### src/rtl/aidan_mcnay_prime_div_ctrl_pkg.sv
// Shared definitions for the trial-division primality controller.
// Optional macro AIDAN_MCNAY_PRIME_ODD_SKIP_EN selects the 2-then-odd divisor sequence.
package aidan_mcnay_prime_div_ctrl_pkg;

    localparam logic [1:0] IDLE  = 2'd0;
    localparam logic [1:0] ISSUE = 2'd1;
    localparam logic [1:0] WAIT  = 2'd2;
    localparam logic [1:0] DONE  = 2'd3;

    localparam int unsigned D_INIT = 2;

endpackage

### src/rtl/aidan_mcnay_prime_trial_eval.sv
// Combinational evaluation of one trial quotient q = floor(n/d).
// Stops with prime when q < d, stops with composite when d divides n exactly.
module aidan_mcnay_prime_trial_eval
    import aidan_mcnay_prime_div_ctrl_pkg::*;
#(
    parameter int nbits = 16
) (
    input  logic [nbits-1:0] n_i,
    input  logic [nbits-1:0] d_i,
    input  logic [nbits-1:0] q_i,
    output logic             done_o,
    output logic             is_prime_o
);

    logic [nbits-1:0] prod;

    // q*d never exceeds n, so the truncated product is exact.
    always_comb begin
        prod       = q_i * d_i;
        is_prime_o = (q_i < d_i);
        done_o     = is_prime_o || (prod == n_i);
    end

endmodule

### src/rtl/aidan_mcnay_prime_div_ctrl.sv
// Trial-division primality controller driving one external val/rdy divider.
// Define AIDAN_MCNAY_PRIME_ODD_SKIP_EN to try only 2 and odd divisors.
//
// state | meaning
// IDLE  | waiting for a candidate
// ISSUE | presenting n / d to the divider
// WAIT  | request accepted, waiting for the quotient
// DONE  | verdict presented on ostream
module aidan_mcnay_prime_div_ctrl
    import aidan_mcnay_prime_div_ctrl_pkg::*;
#(
    parameter int nbits = 16
) (
    input  logic             clk,
    input  logic             reset,
    input  logic [nbits-1:0] istream_msg,
    input  logic             istream_val,
    output logic             istream_rdy,
    output logic             ostream_msg,
    output logic             ostream_val,
    input  logic             ostream_rdy,
    output logic [nbits-1:0] div_opa,
    output logic [nbits-1:0] div_opb,
    output logic             div_istream_val,
    input  logic             div_istream_rdy,
    input  logic [nbits-1:0] div_result,
    input  logic             div_ostream_val,
    output logic             div_ostream_rdy
);

    logic [1:0]       state_q, state_d;
    logic [nbits-1:0] n_q, n_d;
    logic [nbits-1:0] d_q, d_d;
    logic             verdict_q, verdict_d;
    logic [nbits-1:0] d_next;
    logic             eval_en;
    logic             eval_done;
    logic             eval_prime;

    aidan_mcnay_prime_trial_eval #(.nbits(nbits)) u_eval (
        .n_i        (n_q),
        .d_i        (d_q),
        .q_i        (div_result),
        .done_o     (eval_done),
        .is_prime_o (eval_prime)
    );

    always_ff @(posedge clk) begin
        if (reset) begin
            state_q   <= IDLE;
            n_q       <= '0;
            d_q       <= '0;
            verdict_q <= 1'b0;
        end else begin
            state_q   <= state_d;
            n_q       <= n_d;
            d_q       <= d_d;
            verdict_q <= verdict_d;
        end
    end

    always_comb begin
`ifdef AIDAN_MCNAY_PRIME_ODD_SKIP_EN
        d_next = (d_q == nbits'(D_INIT)) ? d_q + nbits'(1) : d_q + nbits'(2);
`else
        d_next = d_q + nbits'(1);
`endif
    end

    always_comb begin
        state_d   = state_q;
        n_d       = n_q;
        d_d       = d_q;
        verdict_d = verdict_q;
        eval_en   = 1'b0;
        case (state_q)
            IDLE: begin
                if (istream_val) begin
                    n_d = istream_msg;
                    if (istream_msg < nbits'(2)) begin
                        verdict_d = 1'b0;
                        state_d   = DONE;
                    end else begin
                        d_d     = nbits'(D_INIT);
                        state_d = ISSUE;
                    end
                end
            end
            ISSUE: begin
                // A zero-latency divider answers in the same cycle it accepts.
                if (div_istream_rdy) begin
                    if (div_ostream_val) begin
                        eval_en = 1'b1;
                    end else begin
                        state_d = WAIT;
                    end
                end
            end
            WAIT: begin
                if (div_ostream_val) begin
                    eval_en = 1'b1;
                end
            end
            DONE: begin
                if (ostream_rdy) begin
                    state_d = IDLE;
                end
            end
            default: state_d = IDLE;
        endcase
        if (eval_en) begin
            if (eval_done) begin
                verdict_d = eval_prime;
                state_d   = DONE;
            end else begin
                d_d     = d_next;
                state_d = ISSUE;
            end
        end
    end

    always_comb begin
        istream_rdy     = (state_q == IDLE);
        div_istream_val = (state_q == ISSUE);
        div_ostream_rdy = (state_q == ISSUE) || (state_q == WAIT);
        ostream_val     = (state_q == DONE);
        ostream_msg     = (state_q == DONE) && verdict_q;
        div_opa         = n_q;
        div_opb         = d_q;
    end

endmodule

### config.mk
export PLATFORM = sky130hd
export DESIGN_NAME = aidan_mcnay_prime_div_ctrl
export DESIGN_NICKNAME = d
export VERILOG_FILES = /design/src/rtl/aidan_mcnay_prime_div_ctrl_pkg.sv /design/src/rtl/aidan_mcnay_prime_trial_eval.sv /design/src/rtl/aidan_mcnay_prime_div_ctrl.sv
export SDC_FILE = /design/constraint.sdc
export NUM_CORES = 1
export LEC_CHECK = 0
export ABC_AREA = 1
export CAP_MARGIN = 10
export CORE_MARGIN = 2
export CORE_UTILIZATION = 40
export DETAILED_ROUTE_END_ITERATION = 12
export HOLD_SLACK_MARGIN = 0.03
export PLACE_DENSITY = 0.62
export SYNTH_ARGS = -nofsm -noshare
export SYNTH_HDL_FRONTEND = slang
export SYNTH_HIERARCHICAL = 1
export SYNTH_SLANG_ARGS = --single-unit
### constraint.sdc
create_clock -name clk -period 9.3 [get_ports clk]
set_clock_uncertainty 0.1 [all_clocks]
set_input_delay 1.86 -clock clk [delete_from_list [all_inputs] [get_ports clk]]
set_output_delay 1.86 -clock clk [all_outputs]
set_load 0.005 [all_outputs]
==> Yosys cells after proc, flatten, opt, wreduce, memory -nomap -nowiden <==
Index checks and enable logic that the tools add are counted.
{ "classes": {"addsub": 1, "mul": 1, "div": 0, "magnitude_cmp": 2, "n_eq_ne": 8, "shifts": 0, "muxes": 21, "bitwise": 0, "n_reduce_logical": 7} }
{ "ops": {"columns": ["op", "count"], "rows": [
  ["2-to-1 mux 16 bit", 5],
  ["adder 16 x 1 -> 16 bit, second input constant", 1],
  ["== test 16 bit", 1],
  ["less-than comparator 16 bit", 1],
  ["less-than comparator 16 x 2 -> 1 bit, second input constant", 1],
  ["multiplier 16 x 16 -> 16 bit", 1],
  ["2-to-1 mux 2 bit", 7],
  ["2-to-1 mux 1 bit", 7],
  ["!= test 3 x 1 -> 1 bit, second input constant", 2],
  ["!= test 3 x 2 -> 1 bit, second input constant", 2],
  ["one-hot mux 2 bit (3 select lines)", 1],
  ["AND reduction 5 bit", 1],
  ["== test 2 bit, second input constant", 2],
  ["nonzero test 4 bit", 1],
  ["== test 2 x 1 -> 1 bit, second input constant", 1],
  ["logical NOT 2 bit", 1],
  ["logical OR 1 bit", 2],
  ["one-hot mux 1 bit (2 select lines)", 1],
  ["AND reduction 2 bit", 1],
  ["logical AND 1 bit", 1]
]} }
{ "totals": {"ff_bits": 35, "latch_bits": 0, "mem_bits_rw": 0, "mem_bits_ro": 0, "input_bits": 38, "output_inout_bits": 37, "wordCells": 44, "n_memories": 0} }

==> Logic depth before layout (Yosys ltp) <==
Gate-level depths: netlist of the first run.
{ "depth": {"word_depth": 6, "ltp_mapped": 39, "depth_no_buf": 37} }

==> Modules after synthesis <==
The synthesis of the first run kept the hierarchy.
{ "by_module_without_submodules": {"columns": ["mod", "n_inst", "cells_each", "area_per_inst_um2", "seq_area_each_um2"], "rows": [
  ["aidan_mcnay_prime_trial_eval", 1, 772, 5059.9, 0.0],
  ["aidan_mcnay_prime_div_ctrl", 1, 251, 1765.4, 700.7]
]} }

==> Worst setup path after synthesis of the first run <==
No wires, ideal clock.
{ "synth_timing": {"kind": "input to register", "start": "in div_result[4]", "end": "reg d_q[15], in the netlist div_opb[15]", "setup_ns": 0.113, "arrival_ns": 7.120, "t_required_ns": 9.087, "path_slack_ns": 1.967, "stages": 30, "path_buffers": 1, "path_cell_list": "clkbuf_1 > nand2_1 > fa_1 > fa_1 > fa_1 > fa_1 > fa_1 > fa_1 > inv_1 > ha_1 > nand2_1 > inv_1 > a21oi_1 > nand3_1 > nand2_1 > inv_1 > o21ai_0 > nand3b_1 > nand2_1 > inv_1 > nor2_1 > nand3_1 > nand2_1 > inv_1 > nand2_8 > nand3_4 > nand2_1 > nand2_1 > nand2_1 > nor2_1"} }
{ "synth_between": {"elab_chain_cells": 5, "elab_cells_between_ends": 6, "classes_between": "mul (1); order compare (1); eq/ne (1); mux (2); reduce/logical (1)"} }
{ "synth_rtl": {"columns": ["element", "line", "source"], "rows": [
  ["start, declared", "aidan_mcnay_prime_div_ctrl.sv:26", "input logic [nbits-1:0] div_result,"],
  ["multiplier 16 x 16 -> 16 bit", "aidan_mcnay_prime_trial_eval.sv:19", "prod = q_i * d_i;"],
  ["== test 16 bit", "aidan_mcnay_prime_trial_eval.sv:21", "done_o = is_prime_o || (prod == n_i);"],
  ["logical OR 1 bit *", "aidan_mcnay_prime_trial_eval.sv:21", null],
  ["named net eval_done", "aidan_mcnay_prime_div_ctrl.sv:37", "logic eval_done;"],
  ["2-to-1 mux 16 bit *", "aidan_mcnay_prime_div_ctrl.sv:112", "if (eval_done) begin"],
  ["2-to-1 mux 16 bit *", "aidan_mcnay_prime_div_ctrl.sv:111", "if (eval_en) begin"],
  ["end signal, assigned", "aidan_mcnay_prime_div_ctrl.sv:52", "d_q <= '0;"],
  ["end signal, assigned", "aidan_mcnay_prime_div_ctrl.sv:57", "d_q <= d_d;"],
  ["end, declared", "aidan_mcnay_prime_div_ctrl.sv:33", "logic [nbits-1:0] d_q, d_d;"]
]} }
The timed path passes the listed nets; every way through them passes the cells marked *.
A chain may end at the register's enable or synchronous reset.

==> Worst setup path after layout of the first run <==
{ "layout_timing": {"start": "in div_result[7]", "end": "reg d_q[11], in the netlist div_opb[11]"} }
The elaborated chain is that of the path after synthesis.

==> results of run 1 <==
[power groups by stage]
stage	registers [µW]	clock network, µW	logic [µW]
after floorplan	199	0	249
after global placement	208	0	390
after detailed placement	209	0	393
after CTS	206	165	396
after global routing	209	172	448
final	204	163	394
[path summary, 6_finish.rpt]
check / cells past startpoint / end / start
max: 28 / div_opb[11] / div_result[7]
min: 2 / div_opa[2] / div_opa[2]
max reg2reg: 29 / div_opb[11] / div_opb[6]
min reg2reg: 2 / div_opa[2] / div_opa[2]
[through the flow]
stage          utilization  std cells  hold WS, ns  area, µm²
2_1_floorplan            -       1023        0.386       6830
3_3_place_gp         0.467       1298        0.409       7770
3_5_place_dp         0.467       1298        0.419       7770
4_1_cts              0.475       1306        0.427       7910
5_1_grt              0.475       1306        0.454       7910
6_report             0.475       1306        0.423       7910
[routing by layer]
| metal | wire length, µm | vias to the layer above | global-route usage |
|---|---|---|---|
| met3 | 936 | 21 | 0.0293 |
| met2 | 8430 | 170 | 0.343 |
| met4 | 322 | 0 | 0.0503 |
| met1 | 8700 | 2940 | 0.297 |
| met5 | 0 | - | 0 |
| li1 | - | 3155 | - |
[cells in the final DEF (no fill, tap or decap), types with 2 or more instances in the layout]
cell type	instances
sky130_fd_sc_hd__inv_2	2
sky130_fd_sc_hd__nand3b_1	7
sky130_fd_sc_hd__o211ai_1	2
sky130_fd_sc_hd__nand2_4	2
sky130_fd_sc_hd__xnor2_1	4
sky130_fd_sc_hd__nor3_1	9
sky130_fd_sc_hd__clkbuf_16	5
sky130_fd_sc_hd__nand4_1	9
sky130_fd_sc_hd__a21o_1	2
sky130_fd_sc_hd__nand2_1	297
sky130_fd_sc_hd__fa_1	80
sky130_fd_sc_hd__nor2_4	4
sky130_fd_sc_hd__dfxtp_1	35
sky130_fd_sc_hd__nand2_2	9
sky130_fd_sc_hd__a21oi_1	25
sky130_fd_sc_hd__a31oi_1	3
sky130_fd_sc_hd__buf_4	9
sky130_fd_sc_hd__inv_1	254
sky130_fd_sc_hd__o21ai_0	28
sky130_fd_sc_hd__clkdlybuf4s50_1	74
sky130_fd_sc_hd__nand3_1	48
sky130_fd_sc_hd__nor2_1	80
sky130_fd_sc_hd__xor2_1	7
sky130_fd_sc_hd__ha_1	76
[state kept, by name (all words and copies together) (netlist names)]
register	cells
div_opa	16
div_opb	16
state_q	2
verdict_q	1
[cell families after synthesis]
kind of cell,count (synthesis),synth area share
buf+inv,285,0.162
fa+ha+maj,156,0.374
flops,35,0.103
simple gates,470,0.292
compound gates,65,0.0519
xor+xnor,12,0.0174
[critical path, delay by kind of cell]
kind,cells,cell delay (ns)
compound gates,1,0.14
fa+ha+maj,8,3.64
buf+inv,7,1.14
simple gates,12,1.59
[area by class of cell]
type / instances / area [µm²] / share of cell area
Multi-Input combinational cell: 703 / 5020 / 0.634
Tap cell: 220 / 275 / 0.0348
Sequential cell: 35 / 701 / 0.0886
Clock buffer: 6 / 129 / 0.0163
Clock inverter: 2 / 12.5 / 0.00158
Timing Repair Buffer: 83 / 808 / 0.102
Inverter: 257 / 967 / 0.122
==> impl_metrics.xml, run 1 <==
<?xml version="1.0" encoding="UTF-8"?>
<metrics>
  <group name="clock_tree">
    <metric name="clock_tree.root_cell" unit="">sky130_fd_sc_hd__clkbuf_16</metric>
    <metric name="insertion_delay" unit="ns">0.28</metric>
    <metric name="clock_sink_count" unit="">35</metric>
    <metric name="number_of_cts_inserted_buffers" unit="">5</metric>
    <metric name="hold_bufs_at_cts" unit="">0</metric>
    <metric name="cts_tree" unit="">yes</metric>
    <metric name="postCtsSetupBuffers" unit="">0</metric>
    <metric name="clk_buf_depth" unit="">2</metric>
    <metric name="clock_tree.htree_level_count" unit="">2</metric>
    <metric name="worst_setup_hold_path_clk_slew" unit="ns">0.06</metric>
    <metric name="cts_repair_resize_count" unit="">0</metric>
  </group>
  <group name="placed_design">
    <metric name="dpl_worst_slack" unit="ns">0.678</metric>
    <metric name="place_congestion" unit="">0.889</metric>
    <metric name="buffer_ports.inserted" unit="">74</metric>
    <metric name="detailedPlacementHpwl" unit="mm">14.9</metric>
  </group>
  <group name="yosys">
    <metric name="yosysUniqueCellTypes" unit="">39</metric>
    <metric name="synth_sequential_area_ratio" unit="">0.103</metric>
    <metric name="synth_nets" unit="">1217</metric>
    <metric name="library_cell_occupying_the_most_area_in_the_post_synthesis_netlist" unit="">sky130_fd_sc_hd__fa_1</metric>
    <metric name="synth-seq-cells" unit="">35</metric>
    <metric name="yosysTopAreaCellShare" unit="">0.235</metric>
    <metric name="mean_syn_cell_area" unit="µm²">6.67</metric>
    <metric name="asyncSetResetFlopFracSynth" unit="">0</metric>
    <metric name="mappedNetlistArea" unit="µm²">6830</metric>
    <metric name="synth_edf_count" unit="">0</metric>
    <metric name="synthTopCellsByCount" unit="">sky130_fd_sc_hd__nand2_1 (297), sky130_fd_sc_hd__inv_1 (254), sky130_fd_sc_hd__fa_1 (80), sky130_fd_sc_hd__nor2_1 (80), sky130_fd_sc_hd__ha_1 (76)</metric>
    <metric name="synthMostInstantiatedCell" unit="">sky130_fd_sc_hd__nand2_1</metric>
    <metric name="yosysWarnings" unit="">6</metric>
    <metric name="synthCells" unit="">1023</metric>
    <metric name="ys.flop_type" unit="">sky130_fd_sc_hd__dfxtp_1</metric>
    <metric name="synth_top_cells_by_area" unit="">sky130_fd_sc_hd__fa_1 (23%), sky130_fd_sc_hd__nand2_1 (16%), sky130_fd_sc_hd__inv_1 (14%)</metric>
  </group>
  <group name="hold_path">
    <metric name="worst_hold_path_type" unit="">register to register</metric>
  </group>
  <group name="drt">
    <metric name="detailedRoute.firstIterationViolations" unit="">334</metric>
    <metric name="vias_per_cell" unit="">4.81</metric>
    <metric name="routed_vias" unit="">6286</metric>
    <metric name="ant_nets" unit="">0</metric>
    <metric name="post-route-drc-count" unit="">0</metric>
    <metric name="route.final.wire_length" unit="mm">18.4</metric>
    <metric name="firstDrtPassIters" unit="">5</metric>
    <metric name="wl_per_cell" unit="µm">14.1</metric>
  </group>
  <group name="timing">
    <metric name="setup_tns" unit="ns">0</metric>
    <metric name="slew-limit-headroom" unit="">0.425</metric>
    <metric name="rsz0062_at_grt" unit="">no</metric>
    <metric name="fin_crit" unit="ns">8.33</metric>
    <metric name="report.final.setup_viol" unit="">0</metric>
    <metric name="tightestPinTransition" unit="ns">0.862</metric>
    <metric name="crit_path_setup_slack_layout" unit="ns">0.972</metric>
    <metric name="fin_max_slew_vios" unit="">0</metric>
    <metric name="timing.final.crit_share" unit="">0.896</metric>
    <metric name="timing.final.hold_violations" unit="">0</metric>
    <metric name="max_freq" unit="MHz">120</metric>
  </group>
  <group name="cells_and_area">
    <metric name="finish.net_count" unit="">1279</metric>
    <metric name="n_antenna_cell" unit="">0</metric>
    <metric name="post_route_cells_drive_above_1_share" unit="">0.0350</metric>
    <metric name="area_growth" unit="%">15.9</metric>
    <metric name="fill_cells" unit="">1724</metric>
  </group>
  <group name="floorplanning">
    <metric name="floorplan.die_area" unit="µm²">18100</metric>
    <metric name="design.core.area" unit="µm²">16600</metric>
    <metric name="start_util" unit="">0.410</metric>
    <metric name="die_h" unit="µm">135</metric>
    <metric name="pin_count" unit="">75</metric>
    <metric name="die-width" unit="µm">135</metric>
    <metric name="placementRows" unit="">47</metric>
  </group>
  <group name="grt">
    <metric name="vias_in_the_first_global_route" unit="">6032</metric>
    <metric name="grt_overall_usage" unit="">0.211</metric>
    <metric name="first_pass_grt_wire_length" unit="mm">30.4</metric>
    <metric name="largest_net_degree_at_the_start_of_global_routing" unit="">25</metric>
    <metric name="grt.overflow.total" unit="">0</metric>
    <metric name="antenna_violations_before_repair" unit="">0</metric>
  </group>
  <group name="power_and_ir_drop">
    <metric name="power_density" unit="nW/µm²">96.2</metric>
    <metric name="power_frac_clock" unit="">0.214</metric>
    <metric name="power.ir.vdd_worst" unit="mV">0.126</metric>
    <metric name="leakage" unit="µW">0.00413</metric>
    <metric name="p_seq_frac" unit="">0.269</metric>
    <metric name="comb_power_share" unit="">0.517</metric>
    <metric name="cell_internal_pwr" unit="µW">446</metric>
    <metric name="total_power" unit="µW">761</metric>
    <metric name="power_switching_share" unit="">0.413</metric>
    <metric name="p_switching" unit="µW">314</metric>
  </group>
  <group name="critical_path">
    <metric name="cp_slowest_cell" unit="">sky130_fd_sc_hd__clkdlybuf4s50_1</metric>
    <metric name="worst_path_largest_cell_delay" unit="ns">0.84</metric>
    <metric name="worstPathMaxFanout" unit="">12</metric>
    <metric name="critical_path_arrival" unit="ns">8.40</metric>
    <metric name="start_kind" unit="">input port</metric>
    <metric name="critical_path.endpoint_type" unit="">register</metric>
    <metric name="setup.reg_to_reg.worst_slack" unit="ns">2.52</metric>
    <metric name="worstPathRequired" unit="ns">9.38</metric>
    <metric name="ws_path_type" unit="">input port to register</metric>
  </group>
  <group name="run_status">
    <metric name="status" unit="">completed</metric>
  </group>
  <group name="run">
    <metric name="drv_cap" unit="">0</metric>
  </group>
</metrics>
(Power assumes the default switching activity.)
==> inputs of run 2 (changes only) <==
- GPL_TIMING_DRIVEN: not set -> 0
==> run 2 against run 1 <==
Net effect:
- sequential share of layout area decreased by 0.071 points
- maximum frequency is 2.7% lower
- setup slack got worse by 0.23 ns
- sequential power barely moved
- combinational power about the same
- total power up 0.13%
- count of clock-buffer cells in the layout unchanged
- flip-flop and latch count unchanged
- register-to-register slack worse by 0.35 ns
- hold slack got worse by 0.0021 ns
- clock power about the same
- die area unchanged
- critical endpoint is now div_opb[13]
- largest cell class unchanged
- largest power group unchanged
==> impl_metrics.xml, run 2 (synthesis results as in run 1) <==
<?xml version="1.0" encoding="UTF-8"?>
<metrics>
  <group name="floorplanning">
    <metric name="floorplan.die_area" unit="µm²">18100</metric>
    <metric name="pin_count" unit="">75</metric>
    <metric name="die-width" unit="µm">135</metric>
    <metric name="start_util" unit="">0.410</metric>
    <metric name="die_h" unit="µm">135</metric>
    <metric name="design.core.area" unit="µm²">16600</metric>
    <metric name="placementRows" unit="">47</metric>
  </group>
  <group name="cells_and_area">
    <metric name="finish.instance_area" unit="µm²">7970</metric>
    <metric name="mostFrequentLayoutCells" unit="">sky130_fd_sc_hd__nand2_1 (297), sky130_fd_sc_hd__inv_1 (254), sky130_fd_sc_hd__nor2_1 (80), sky130_fd_sc_hd__fa_1 (80), sky130_fd_sc_hd__ha_1 (76)</metric>
    <metric name="layout_commonest_cell" unit="">sky130_fd_sc_hd__nand2_1</metric>
    <metric name="fill_cells" unit="">1703</metric>
    <metric name="layout.area.seq" unit="µm²">701</metric>
    <metric name="area_growth" unit="%">16.8</metric>
    <metric name="n_antenna_cell" unit="">0</metric>
    <metric name="finish.net_count" unit="">1297</metric>
    <metric name="post_route_cells_drive_above_1_share" unit="">0.0389</metric>
    <metric name="multi_input_comb_area" unit="µm²">5020</metric>
  </group>
  <group name="critical_path">
    <metric name="ws_path_type" unit="">input port to register</metric>
    <metric name="worstReg2RegStart" unit="">div_opb[5]</metric>
    <metric name="critical_path_arrival" unit="ns">8.67</metric>
    <metric name="critical_path.endpoint_type" unit="">register</metric>
    <metric name="worstPathRequired" unit="ns">9.40</metric>
    <metric name="worst_setup_path_startpoint" unit="">div_result[2]</metric>
    <metric name="start_kind" unit="">input port</metric>
    <metric name="worstPathMaxFanout" unit="">10</metric>
    <metric name="r2r_cells" unit="">28</metric>
    <metric name="timing.critical_path.to" unit="">div_opb[13]</metric>
    <metric name="setup.reg_to_reg.worst_slack" unit="ns">2.17</metric>
    <metric name="worst_r2r_endpoint" unit="">div_opb[7]</metric>
  </group>
  <group name="run_status">
    <metric name="status" unit="">completed</metric>
  </group>
  <group name="drt">
    <metric name="vias_per_cell" unit="">4.68</metric>
    <metric name="route.final.wire_length" unit="mm">17.9</metric>
    <metric name="routed_vias" unit="">6200</metric>
    <metric name="post-route-drc-count" unit="">0</metric>
    <metric name="ant_nets" unit="">0</metric>
    <metric name="firstDrtPassIters" unit="">5</metric>
    <metric name="detailedRoute.firstIterationViolations" unit="">328</metric>
    <metric name="wl_per_cell" unit="µm">13.5</metric>
  </group>
  <group name="run">
    <metric name="drv_cap" unit="">0</metric>
  </group>
  <group name="placed_design">
    <metric name="place_congestion" unit="">0.908</metric>
    <metric name="buffer_ports.inserted" unit="">73</metric>
    <metric name="detailedPlacementHpwl" unit="mm">14.8</metric>
    <metric name="placed_area" unit="µm²">7830</metric>
  </group>
  <group name="power_and_ir_drop">
    <metric name="leakage" unit="µW">0.00417</metric>
    <metric name="power_density" unit="nW/µm²">95.6</metric>
    <metric name="power.ir.vdd_worst" unit="mV">0.130</metric>
    <metric name="total_power" unit="µW">762</metric>
  </group>
  <group name="grt">
    <metric name="vias_in_the_first_global_route" unit="">6066</metric>
    <metric name="largest_net_degree_at_the_start_of_global_routing" unit="">12</metric>
    <metric name="first_pass_grt_wire_length" unit="mm">29.9</metric>
    <metric name="grt_overall_usage" unit="">0.207</metric>
    <metric name="grt.overflow.total" unit="">0</metric>
    <metric name="antenna_violations_before_repair" unit="">0</metric>
  </group>
  <group name="timing">
    <metric name="setup_tns" unit="ns">0</metric>
    <metric name="report.final.setup_viol" unit="">0</metric>
    <metric name="slew-limit-headroom" unit="">0.545</metric>
    <metric name="timing.final.hold_violations" unit="">0</metric>
    <metric name="max_freq" unit="MHz">117</metric>
    <metric name="fin_crit" unit="ns">8.56</metric>
    <metric name="tightestPinTransition" unit="ns">0.683</metric>
    <metric name="timing.final.crit_share" unit="">0.921</metric>
    <metric name="fin_max_slew_vios" unit="">0</metric>
    <metric name="rsz0062_at_grt" unit="">no</metric>
  </group>
  <group name="clock_tree">
    <metric name="clk_buf_depth" unit="">2</metric>
    <metric name="cts_repair_resize_count" unit="">0</metric>
    <metric name="clock_sink_count" unit="">35</metric>
    <metric name="postCtsSetupBuffers" unit="">0</metric>
    <metric name="cts_tree" unit="">yes</metric>
    <metric name="number_of_cts_inserted_buffers" unit="">5</metric>
    <metric name="clock_tree.root_cell" unit="">sky130_fd_sc_hd__clkbuf_16</metric>
    <metric name="worst_setup_hold_path_clk_slew" unit="ns">0.06</metric>
    <metric name="insertion_delay" unit="ns">0.28</metric>
    <metric name="clock_tree.htree_level_count" unit="">2</metric>
    <metric name="hold_bufs_at_cts" unit="">0</metric>
  </group>
  <group name="hold_path">
    <metric name="worst_hold_path_type" unit="">register to register</metric>
  </group>
</metrics>
[run 2: worst min path at each step]
stage / start / end / depth (start not counted)
after CTS: div_opa[5] / div_opa[5] / 2
after floorplan: div_opb[10] / div_opb[10] / 2
final: div_opa[7] / div_opa[7] / 2
after detailed placement: div_opa[5] / div_opa[5] / 2
after global routing: div_opa[8] / div_opa[8] / 2
after global placement: div_opa[2] / div_opa[2] / 2
[run 2: power breakdown]
part / internal (µW) / switching [µW] / total (µW) / leakage, µW
logic: 176 / 221 / 397 / 0.00382
registers: 175 / 27.7 / 202 / 0.000286
clock network: 98.8 / 63.4 / 162 / 0.0000669
[run 2: final cells by class]
| class | count | area share |
|---|---|---|
| Multi-Input combinational cell | 703 | 0.629 |
| Tap cell | 220 | 0.0345 |
| Inverter | 257 | 0.121 |
| Clock inverter | 2 | 0.00157 |
| Buffer | 28 | 0.0177 |
| Clock buffer | 6 | 0.0162 |
| Sequential cell | 35 | 0.0879 |
| Timing Repair Buffer | 73 | 0.0917 |
[run 2: metrics by stage]
stage / util / cells / worst slack, ns / hold slack, ns
2_1_floorplan: - / 1023 / 1.97 / 0.386
3_3_place_gp: 0.471 / 1316 / 0.395 / 0.411
4_1_cts: 0.479 / 1324 / 0.681 / 0.423
3_5_place_dp: 0.471 / 1316 / 0.394 / 0.415
6_report: 0.479 / 1324 / 0.738 / 0.421
5_1_grt: 0.479 / 1324 / 0.285 / 0.440
[run 2: layer usage]
layer / up-vias / wire length, µm / GRT usage
met1: 2837 / 8290 / 0.289
met3: 9 / 957 / 0.0282
met2: 160 / 8450 / 0.347
met4: 0 / 161 / 0.0363
met5: - / 0 / 0
li1: 3194 / - / -
[run 2: critical path, cell delays in order]
cell and delay [ns]:
sky130_fd_sc_hd__clkdlybuf4s50_1 0.71, sky130_fd_sc_hd__clkbuf_1 0.47, sky130_fd_sc_hd__nand2_1 0.15, sky130_fd_sc_hd__fa_1 0.45, sky130_fd_sc_hd__fa_1 0.54, sky130_fd_sc_hd__inv_1 0.05, sky130_fd_sc_hd__fa_1 0.46, sky130_fd_sc_hd__fa_1 0.54
sky130_fd_sc_hd__inv_1 0.05, sky130_fd_sc_hd__fa_1 0.50, sky130_fd_sc_hd__fa_1 0.60, sky130_fd_sc_hd__inv_1 0.06, sky130_fd_sc_hd__ha_1 0.33, sky130_fd_sc_hd__inv_1 0.07, sky130_fd_sc_hd__nor4_1 0.30, sky130_fd_sc_hd__o21ai_0 0.15
sky130_fd_sc_hd__nand3_1 0.17, sky130_fd_sc_hd__nand3_1 0.09, sky130_fd_sc_hd__nand2_1 0.07, sky130_fd_sc_hd__inv_1 0.04, sky130_fd_sc_hd__nand3_1 0.13, sky130_fd_sc_hd__nand2_1 0.15, sky130_fd_sc_hd__inv_1 0.19, sky130_fd_sc_hd__nand2_8 0.10
sky130_fd_sc_hd__nand3_4 0.13, sky130_fd_sc_hd__nand2_4 0.10, sky130_fd_sc_hd__nor3_1 0.21
==> RTL change (config.mk and constraints of run 2) <==
`nbits` is set to 16 in 2 places; all go to 24.
--- a/src/rtl/aidan_mcnay_prime_trial_eval.sv
+++ b/src/rtl/aidan_mcnay_prime_trial_eval.sv
@@ -4,5 +4,5 @@
     import aidan_mcnay_prime_div_ctrl_pkg::*;
 #(
-    parameter int nbits = 16
+    parameter int nbits = 24
 ) (
     input  logic [nbits-1:0] n_i,
--- a/src/rtl/aidan_mcnay_prime_div_ctrl.sv
+++ b/src/rtl/aidan_mcnay_prime_div_ctrl.sv
@@ -10,5 +10,5 @@
     import aidan_mcnay_prime_div_ctrl_pkg::*;
 #(
-    parameter int nbits = 16
+    parameter int nbits = 24
 ) (
     input  logic             clk,
Interface: changed (resized div_opa, div_opb, div_result and istream_msg); port bits go from 75 to 107. The function was not compared with the original's and may differ.
==> RTL change against run 2 <==
- total power is 44% higher
- cell count increased by 80%
- largest power group unchanged
- sequential cell count increased by 16
- first-iteration DRC count increased by 96%
- critical path type unchanged
- routed wire length increased by 110%
- design area is 88% higher
- fmax down 4.0%
- synthesized area increased by 92%
- sequential share of layout area fell by 2.0 points
- hold slack got worse by 24 ps
- worst setup slack got worse by 360 ps
==> RTL change: results (changes against run 2) <==
| Metric | Value |
|---|---|
| Status | finished, final reports clean |
| Port Buf Inserts | 105 (+44%) |
| Post-CTS setup buffers | 0 (unchanged) |
| Setup TNS Final | 0 ps (unchanged) |
| Filler cell count | 3314 (+95%) |
| Final RePlAce weighted congestion | 0.904 (-0.40%) |
| Htree depth | 2 (unchanged) |
| Largest net degree at the start of global routing | 14 (+2) |
| Wire per inst | 15.8 um (+17%) |
| Drt first pass iters | 7 (+2) |
| Slowest cell on the critical path | fa_1 |
| Share of layout cells above drive strength 1 | 5.62% (+1.7 points) |
| Ys Warns | 6 (unchanged) |
| First-pass GRT wire length | 60.3 mm (+100%) |
| Slew @ Worst Pin | 865 ps (+182 ps) |
| Cts bufs inserted | 5 (unchanged) |
| Diodes inserted | 0 (unchanged) |
| GRT Overall Usage | 22.8% (+2.1 points) |
| Register area share after synthesis | 7.80% (-2.5 points) |
| Synth top cells by count | nand2_1 (532), inv_1 (438), fa_1 (213), ha_1 (122), nor2_1 (117) |
| Final setup viols | 0 (unchanged) |
| Worst VDD drop | 0.111 mV (-15%) |
| Clock transition at path regs | 60 ps (about the same) |
| Hold crit path type | flip-flop to flip-flop |
| DP HPWL | 31.6 mm (+110%) |
| Mapped Nets | 2217 (+82%) |
| Delay of the slowest critical-path stage | 600 ps (-110 ps) |
| Leak Pwr | 7.17 nW (+72%) |
| Vias per cell | 4.85 (+3.5%) |
| Worst-path fanout max | 10 (unchanged) |
| Initial antenna violation count | 0 (unchanged) |
| Vias in the first global route | 11600 (+91%) |
| Top_reg_cell synth | dfxtp_1 |
| Nets | 2331 (+80%) |
| Clock Tree Buf Depth | 2 (unchanged) |
| Synth cell types | 47 (+21%) |
| Clk root buf | clkbuf_16 |
| Clk_lat worst skew | 300 ps (+20 ps) |
| Top post-synthesis cells by area | fa_1 (33%), nand2_1 (15%), inv_1 (13%), ha_1 (12%), dfxtp_1 (7.8%) |
| Dpl ws | -1150 ps (-1540 ps) |
| Iter 0 DRT Violations | 644 (+96%) |
| # resized after CTS | 34 (+34) |
| FFs w/ async S/R, synth | 0% (unchanged) |
## RTL change: logic make-up (layout without fill, tap and decap cells)
kind of cell    Yosys count  in the layout  share of synthesized area (%)
compound gates           97             97                           4.12
fa+ha+maj               335            335                           44.2
buf+inv                 515            628                           15.2
xor+xnor                 40             40                           2.68
flops                    51             51                           7.80
simple gates            790            790                           25.9
## RTL change: where the power goes
part	internal [mW]	leakage [nW]	total (mW)	switching, mW
Sequential	0.251	0.417	0.295	0.0441
Combinational	0.268	6.69	0.625	0.357
Clock	0.0971	0.0628	0.179	0.0818
## RTL change: final timing paths
path | slack [ps] | endpoint | depth (start not counted) | from
hold / removal | 400 | verdict_q | 2 | verdict_q
hold reg to reg | 400 | verdict_q | 2 | verdict_q
setup / recovery | 380 | div_opb[21] | 32 | div_result[7]
setup reg to reg | 1080 | div_opb[21] | 31 | div_opb[4]
## RTL change: per-layer routing
layer  wire length (um)  global-route usage (%)  share of wire (%)  vias to the layer above
met5                  0                       0                  0                        -
met2              17800                    38.1                 47                      337
met1              16500                    30.4                 44                     5579
met3               2160                    2.62                5.7                       66
met4               1200                    8.25                3.2                        0
li1                   -                       -                  -                     5569
## RTL change: critical path: cells and delay by family
family          cells  cell delay, ps
compound gates      3             340
buf+inv             5            1040
fa+ha+maj           8            3920
simple gates       16            1820
## RTL change: final cells by class
cell class              count  area share (%)
multi-input cells        1262            67.3
inverters                 449            11.3
repair buffers            107            7.30
flip-flops and latches     51            6.80
well taps                 442            3.68
plain buffers              66            2.78
clock buffers               6           0.858
## RTL change: stage by stage
step / hold WS, ps / cell area [um2] / cells
after global placement: 385 / 14700 / 2375
after CTS: 394 / 14900 / 2381
after global routing: 458 / 15000 / 2383
after detailed placement: 376 / 14700 / 2375
final: 397 / 15000 / 2383
after floorplan: 347 / 13100 / 1828
